## src/rtl/arbitro_sched.sv

```systemverilog
// Strict-priority scheduler that drains the input VC FIFO bank one word per cycle and
// routes each word, through a one-deep stage register, to the output FIFO named by its
// class field.
module arbitro_sched #(
    parameter int unsigned FifoUnits = 4,
    parameter int unsigned WordSize  = 10,
    parameter int unsigned ClassBits = 2,
    parameter int unsigned CountW    = 8
) (
    input  logic                 clk_i,
    input  logic                 reset_ni,
    input  logic [FifoUnits-1:0] in_empty_i,
    input  logic [FifoUnits-1:0] out_almost_full_i,
    input  logic [WordSize-1:0]  fifo_data_in_i,
    output logic [FifoUnits-1:0] pop_o,
    output logic [FifoUnits-1:0] push_o,
    output logic [WordSize-1:0]  data_out_o,
    output logic                 valid_out_o,
    output logic [1:0]           state_out_o,
    output logic [CountW-1:0]    push_count_o
);

    localparam logic [1:0] StIdle   = 2'b00;
    localparam logic [1:0] StActive = 2'b01;
    localparam logic [1:0] StPause  = 2'b10;

    logic [1:0]           state_q, state_d;
    logic [WordSize-1:0]  data_q, data_d;
    logic                 valid_q, valid_d;
    logic [CountW-1:0]    count_q, count_d;
    logic [FifoUnits-1:0] grant_oh;
    logic                 stall;
    logic                 any_ne;
    logic [ClassBits-1:0] word_class;
    logic                 null_word;

    assign stall  = |out_almost_full_i;
    assign any_ne = ~&in_empty_i;

    // Lowest-index non-empty FIFO wins; re-evaluated every cycle, so no packet locking.
    always_comb begin
        logic found;
        grant_oh = '0;
        found    = 1'b0;
        for (int i = 0; i < int'(FifoUnits); i++) begin
            if (!in_empty_i[i] && !found) begin
                grant_oh[i] = 1'b1;
                found       = 1'b1;
            end
        end
    end

    // Pop gate uses the live stall so the pop drops in the same cycle almost_full rises.
    always_comb begin
        pop_o = '0;
        if (state_q == StActive && !stall) begin
            pop_o = grant_oh;
        end
    end

    // Next-state logic; stall has priority over new work in every state.
    always_comb begin
        state_d = state_q;
        unique case (state_q)
            StIdle:   state_d = stall ? StPause : (any_ne ? StActive : StIdle);
            StActive: state_d = stall ? StPause : (any_ne ? StActive : StIdle);
            StPause:  state_d = stall ? StPause : (any_ne ? StActive : StIdle);
            default:  state_d = StIdle;
        endcase
    end

    // Stage register capture: load on pop, otherwise hold data and clear valid.
    always_comb begin
        data_d  = data_q;
        valid_d = 1'b0;
        if (|pop_o) begin
            data_d  = fifo_data_in_i;
            valid_d = 1'b1;
        end
    end

    // Push decode; an all-zero word (class 0, payload 0) is a null word and is dropped.
    always_comb begin
        word_class = data_q[WordSize-1 -: ClassBits];
        null_word  = (data_q == '0);
        push_o     = '0;
        if (valid_q && !null_word) begin
            push_o = FifoUnits'(1) << word_class;
        end
    end

    // Push counter wraps naturally at its width.
    always_comb begin
        count_d = count_q + CountW'(|push_o);
    end

    // State, stage and counter registers.
    always_ff @(posedge clk_i or negedge reset_ni) begin
        if (!reset_ni) begin
            state_q <= StIdle;
            data_q  <= '0;
            valid_q <= 1'b0;
            count_q <= '0;
        end else begin
            state_q <= state_d;
            data_q  <= data_d;
            valid_q <= valid_d;
            count_q <= count_d;
        end
    end

    assign data_out_o   = data_q;
    assign valid_out_o  = valid_q;
    assign state_out_o  = state_q;
    assign push_count_o = count_q;

endmodule

```

## config.mk

```make
export PLATFORM = sky130hd
export DESIGN_NAME = arbitro_sched
export DESIGN_NICKNAME = d
export VERILOG_FILES = /design/src/rtl/arbitro_sched.sv
export SDC_FILE = /design/constraint.sdc
export NUM_CORES = 1
export LEC_CHECK = 0
export ABC_AREA = 1
export ABC_CLOCK_PERIOD_IN_PS = 3200
export CAP_MARGIN = 20
export CELL_PAD_IN_SITES_DETAIL_PLACEMENT = 0
export CELL_PAD_IN_SITES_GLOBAL_PLACEMENT = 2
export CORE_ASPECT_RATIO = 0.75
export CORE_MARGIN = 5
export CORE_UTILIZATION = 24
export DETAILED_ROUTE_END_ITERATION = 8
export HOLD_SLACK_MARGIN = 0.12
export MAX_ROUTING_LAYER = met4
export PLACE_DENSITY_LB_ADDON = 0.1
export SYNTH_ARGS = -nofsm -noshare
export SYNTH_HDL_FRONTEND = slang
export SYNTH_SLANG_ARGS = --single-unit
```

## constraint.sdc

```tcl
create_clock -name clk_i -period 3.2 [get_ports clk_i]
set_input_delay 0.64 -clock clk_i [delete_from_list [all_inputs] [get_ports clk_i]]
set_output_delay 0.64 -clock clk_i [all_outputs]
set_load 0.05 [all_outputs]
```

=== After elaboration in Yosys (flattened, before gate mapping) ===
Cells that the tools add are included.
W data, S select, Z words.

* Output and inout bits: 29
* Flip-flop bits (word level): 21

* Reduce and logical (&&, ||, !) cells: 19
* Eq/ne operators: 2
* Shift operators: 1
* Multiplexer cells: 12
* Add/subtract/negate cells: 1

{| class="wikitable"
|+ Operators by type and width
! operator !! number
|-
| $reduce_or A4 Y1 || 3
|-
| $logic_not A10 Y1 || 1
|-
| $add A8 B1 Y8 || 1
|-
| $mux W1 || 8
|-
| $mux W4 || 2
|-
| $logic_not A1 Y1 || 7
|-
| $logic_and A1 B1 Y1 || 5
|-
| $mux W2 || 2
|-
| $reduce_and A4 Y1 || 1
|-
| $shl A1 B2 Y4 const A || 1
|-
| $reduce_or A3 Y1 || 1
|-
| $eq A2 B1 Y1 const B || 1
|-
| $eq A2 B2 Y1 const B || 1
|-
| $logic_not A2 Y1 || 1
|}

=== Depth between registers and ports, before layout ===
* Depth in word-level cells: 12
* Depth in mapped cells: 9
* Depth with buffers taken out: 9

=== Worst setup path after synthesis ===
OpenSTA, ideal clock, no wires.

* Path type: register to output
* From: register data_q[7] (netlist: data_out_o[7])
* To: output push_o[0]
* Path buffers: 0
* Arrival time: 2.285 ns
* Cell stages (with the launch flop): 5
* Slack: 0.275 ns
* Cells stage by stage: dfrtp_1 -> nor2_1 -> nand2_1 -> nor2_1 -> nor4_1

* Longest elaborated chain between the ends: 4

{| class="wikitable"
|+ Ends and longest elaborated chain
! item !! line !! text
|-
| start, declared || 28 || <nowiki>logic [WordSize-1:0] data_q, data_d;</nowiki>
|-
| start signal, assigned || 106 || <nowiki>data_q <= data_d;</nowiki>
|-
| $logic_not A10 Y1 || 85 || <nowiki>null_word = (data_q == '0);</nowiki>
|-
| $logic_not A1 Y1 || 87 || <nowiki>if (valid_q && !null_word) begin</nowiki>
|-
| $logic_and A1 B1 Y1 || 87 ||
|-
| $mux W4 || 87 ||
|-
| end, declared || 16 || <nowiki>output logic [FifoUnits-1:0] push_o,</nowiki>
|}

No other way between the ends.

=== Final worst setup path ===
* From: register data_q[7] (netlist: data_out_o[7])
* To: output push_o[1]

The elaborated chain is that of the path after synthesis.

==> results.md <==
- Yosys printed 0 warnings.
- Static timing analysis puts the maximum clock frequency at 382 MHz.
- The number of placed instances, taps included is 216.
- By startpoint and endpoint, the worst setup path is classified as flop to output port.
- The type of origin of the critical path is a flop.
- In this run the number of cells on the critical path is 7.
- After clock tree synthesis, the setup repair step added 0 buffers.
- The routed length per instance is 11.9 µm.
- At the placement stage, the worst setup path has a slack of 0.590 ns.
- The critical path starts at data_out_o[7].
- The power density of the placed cells is 311 mW/mm².
- The count of buffers added on input and output ports is 48.
- The final layout contains routed wiring with a total length of 2.62 mm.
- The floorplan has 20 rows.
- The type of element capturing the critical path is an output port.
- Entering global routing, the biggest net connects 22 pins.
- The critical path goes through nor2_1 -> nand2_1 -> nor2_1 -> a21oi_1 -> nand2_1 -> inv_1 -> clkdlybuf4s50_1.
- The routed via count is 903.
- After global routing the overflow that remains totals 0.
- The height of the die is 66.8 µm.
- For this run, design rule violations remaining after detail routing come to 0.
- The final worst-path setup slack is 0.585 ns.
- The share of layout cells above drive strength 1 is 0.169.
- The master cell of the clock root buffer is clkbuf_8.
- The maximum count of clock buffers along a single path is 2.
- For this run, the detailed router's first-pass iteration total came to 4.
- The number of gates resized after cts is 0.
- The count of nets left with antenna violations once routing finished came out at 0.
- The area growth from synthesis to layout is 60.2%.
- The number of library cell types mapped by synthesis is 20.
- The length in cells of the worst reg-to-reg path is 9.
- The number of antenna violations at the first check in global routing came to 0.
- The worst-case headroom to the max-slew limit is 0.660.
- The met1 track demand over resource in global routing is 0.139.
- The number of maximum-capacitance violations is 0.
- The synthesized cell area is 0.00103 mm².
- The number of cells produced by synthesis is 114.
- The shortest clock period the worst path allows after layout is 2.62 ns.
- The critical register-to-register path endpoint is push_count_o[6].
- Together, buffers and inverters on the worst path number 2.
- The post-synthesis net count is 136.
- The endpoint required time on the critical path is 2.56 ns.
- The last weighted congestion value of the routability-driven placer is 0.752.
- The area of the core is 0.00410 mm².
- The TritonCTS clock tree is built.
- After clock tree synthesis, the clock-pin slew on the worst setup and hold paths is 0.07 ns.
- The final clock period utilization by the worst path is 0.817.
- At the end of the flow, the number of nets in the layout was 189.
- The wire-length estimate of the detail-placed layout is 2.05 mm.
- After routing, the total negative slack on setup checks comes to 0 ns.
- For this run, the register share of the synthesized area comes to 0.510.
- The type of the worst min-delay path is flop to flop.
- Among all stages on the critical path, the largest delay is contributed by clkdlybuf4s50_1.
- The count of endpoints failing setup in the final report is 0.
- In the routed layout, each cell is associated on average with a via count of 4.09.
- The number of violations reported at the end of detailed-routing iteration 0 is 20.
- For the pin with the worst max-slew slack, the measured transition is 0.509 ns.
- At the later pin of the worst-skew pair, clock insertion delay measures 0.26 ns.
- The number of clock buffers added by TritonCTS is 3.
- In this run the static leakage power is 0.794 nW.
- The data arrival time at the worst-slack endpoint is 1.98 ns.
- In this run, post-CTS hold repair placed 0 buffers.
- The hold violation count in the final report is 0.
- Setup repair after global routing left no endpoint under its margin.
- The worst reg-to-reg setup slack is 1.40 ns.
- In the global route stage, met3 resource usage came out at 0.0383.
- The largest incremental delay on the critical path is 0.69 ns.
- The met2 layer usage reported by global route is 0.145.
- For this design, the sink count on the clock tree is 21.
- The number of top-level pins is 49.
- The last element of the critical path is push_o[1].
- Measured along the x axis, the die boundary spans 85.7 µm.
- The flow ran to the end, and the final reports show no timing, DRC or antenna violations.
- For this configuration, the core starts out at a cell density of 0.251.
- Of all nets on the critical path, the largest fanout is 3.
- The floorplan step defined a die boundary enclosing 0.00572 mm².
- The setup skew after layout is 0.00389 ns.
- The post-synthesis sequential element count is 21.
- The number of global-route vias before repair was 868.
- In the global route stage, overall resource usage came out at 0.101.
- The number of standard cells in the final layout excluding fillers is 221.
- The cell family contributing the most delay on the critical path is buffers and inverters.
- The worst vdd rail ir drop is 0.195 mV.
- The busiest layer in global routing is met2.
- The synthesized area per cell is 9.04 µm².
- The count of pins over their slew limit is 0.
- The worst register-to-register path begins at data_out_o[7].
- The first global-routing pass estimated 4.33 mm of wire.
- The number of antenna diodes in the final layout is 0.
- In this run the number of H-tree levels came out at 1.
## worst reg2reg max path, stage by stage, from the launching register on
cell,delay [ns]
dfrtp_1,0.40
nor2_1,0.12
nand2_1,0.06
nor2_1,0.21
a21oi_1,0.13
ha_1,0.24
ha_1,0.25
nand2_1,0.08
nor2_1,0.05
xor2_1,0.14
## per-stage QoR
stage,util,hold slack [ns],power (mW),area [µm²]
after floorplan,-,0.344,0.299,1030
after global placement,0.384,0.460,0.341,1580
after detailed placement,0.384,0.477,0.341,1580
after CTS,0.396,0.491,0.517,1620
after global routing,0.402,0.511,0.540,1650
final,0.402,0.487,0.513,1650
## synthesized netlist by cell type (all sizes together)
master  count  area, µm²
nor3        3       15.0
nand3      17       90.1
inv        11       41.3
buf         3       32.5
xor2        3       26.3
xnor2       3       26.3
nor4        1       6.26
o21ai       3       22.5
a21oi       3       15.0
ha          2       25.0
nor2       15       68.8
nand2      29        136
dfrtp      21        526
## area by class of cell
class                           count  area (µm²)
Clock buffer                        3        41.3
Clock inverter                      1        5.00
Fill cell                         423        2450
Inverter                           11        41.3
Multi-Input combinational cell     79         432
Sequential cell                    21         526
Tap cell                           55        68.8
Timing Repair Buffer               51         538
## report_power, final
group	total [mW]	internal, mW	leakage [nW]	switching [mW]
clock	0.174	0.0867	0.0255	0.0873
sequential	0.272	0.268	0.288	0.00330
combinational	0.0671	0.0339	0.481	0.0333
## cells in the final DEF, fill, tap and decap left out
| master | instances |
|---|---|
| nor4_1 | 1 |
| inv_1 | 11 |
| buf_16 | 1 |
| nor3_1 | 3 |
| nor2_2 | 2 |
| xnor2_1 | 3 |
| a21oi_1 | 3 |
| nor2_4 | 1 |
| nand3_2 | 1 |
| buf_12 | 2 |
| o21ai_0 | 1 |
| clkinv_2 | 1 |
| dfrtp_1 | 21 |
| clkdlybuf4s50_1 | 44 |
| nand2_2 | 11 |
| o21ai_2 | 2 |
| xor2_1 | 3 |
| nand2_1 | 18 |
| buf_4 | 4 |
| ha_1 | 2 |
| nand3_1 | 16 |
| clkbuf_8 | 3 |
| nor2_1 | 12 |
## state kept, by name, indices dropped and copies added, names as in the netlist
name / flops
state_out_o: 2
data_out_o: 10
push_count_o: 8
valid_out_o: 1
## logic make-up after synthesis
group | count (synthesis) | synth area share
AND/OR/NAND/NOR | 65 | 0.307
buffers and inverters | 14 | 0.0716
flip-flops | 21 | 0.510
AO/OA/AOI/OAI | 6 | 0.0364
adder cells (fa/ha/maj) | 2 | 0.0243
XOR/XNOR | 6 | 0.0510
## routing by layer
layer / up-vias / wire length, µm
met4: 0 / 13
met1: 410 / 1280
met2: 26 / 1140
met3: 2 / 179
met5: - / 0
li1: 465 / -
## how the worst min path moves through the flow
stage               startpoint  depth (start not counted)  slack [ns]         endpoint
6_report       push_count_o[7]                          1        0.49  push_count_o[7]
5_1_grt        push_count_o[7]                          1        0.51  push_count_o[7]
4_1_cts        push_count_o[7]                          1        0.49  push_count_o[7]
3_5_place_dp   push_count_o[7]                          1        0.48  push_count_o[7]
3_3_place_gp   push_count_o[7]                          1        0.46  push_count_o[7]
2_1_floorplan         reset_ni                          0        0.34    data_out_o[0]
(Power assumes the default switching activity.)
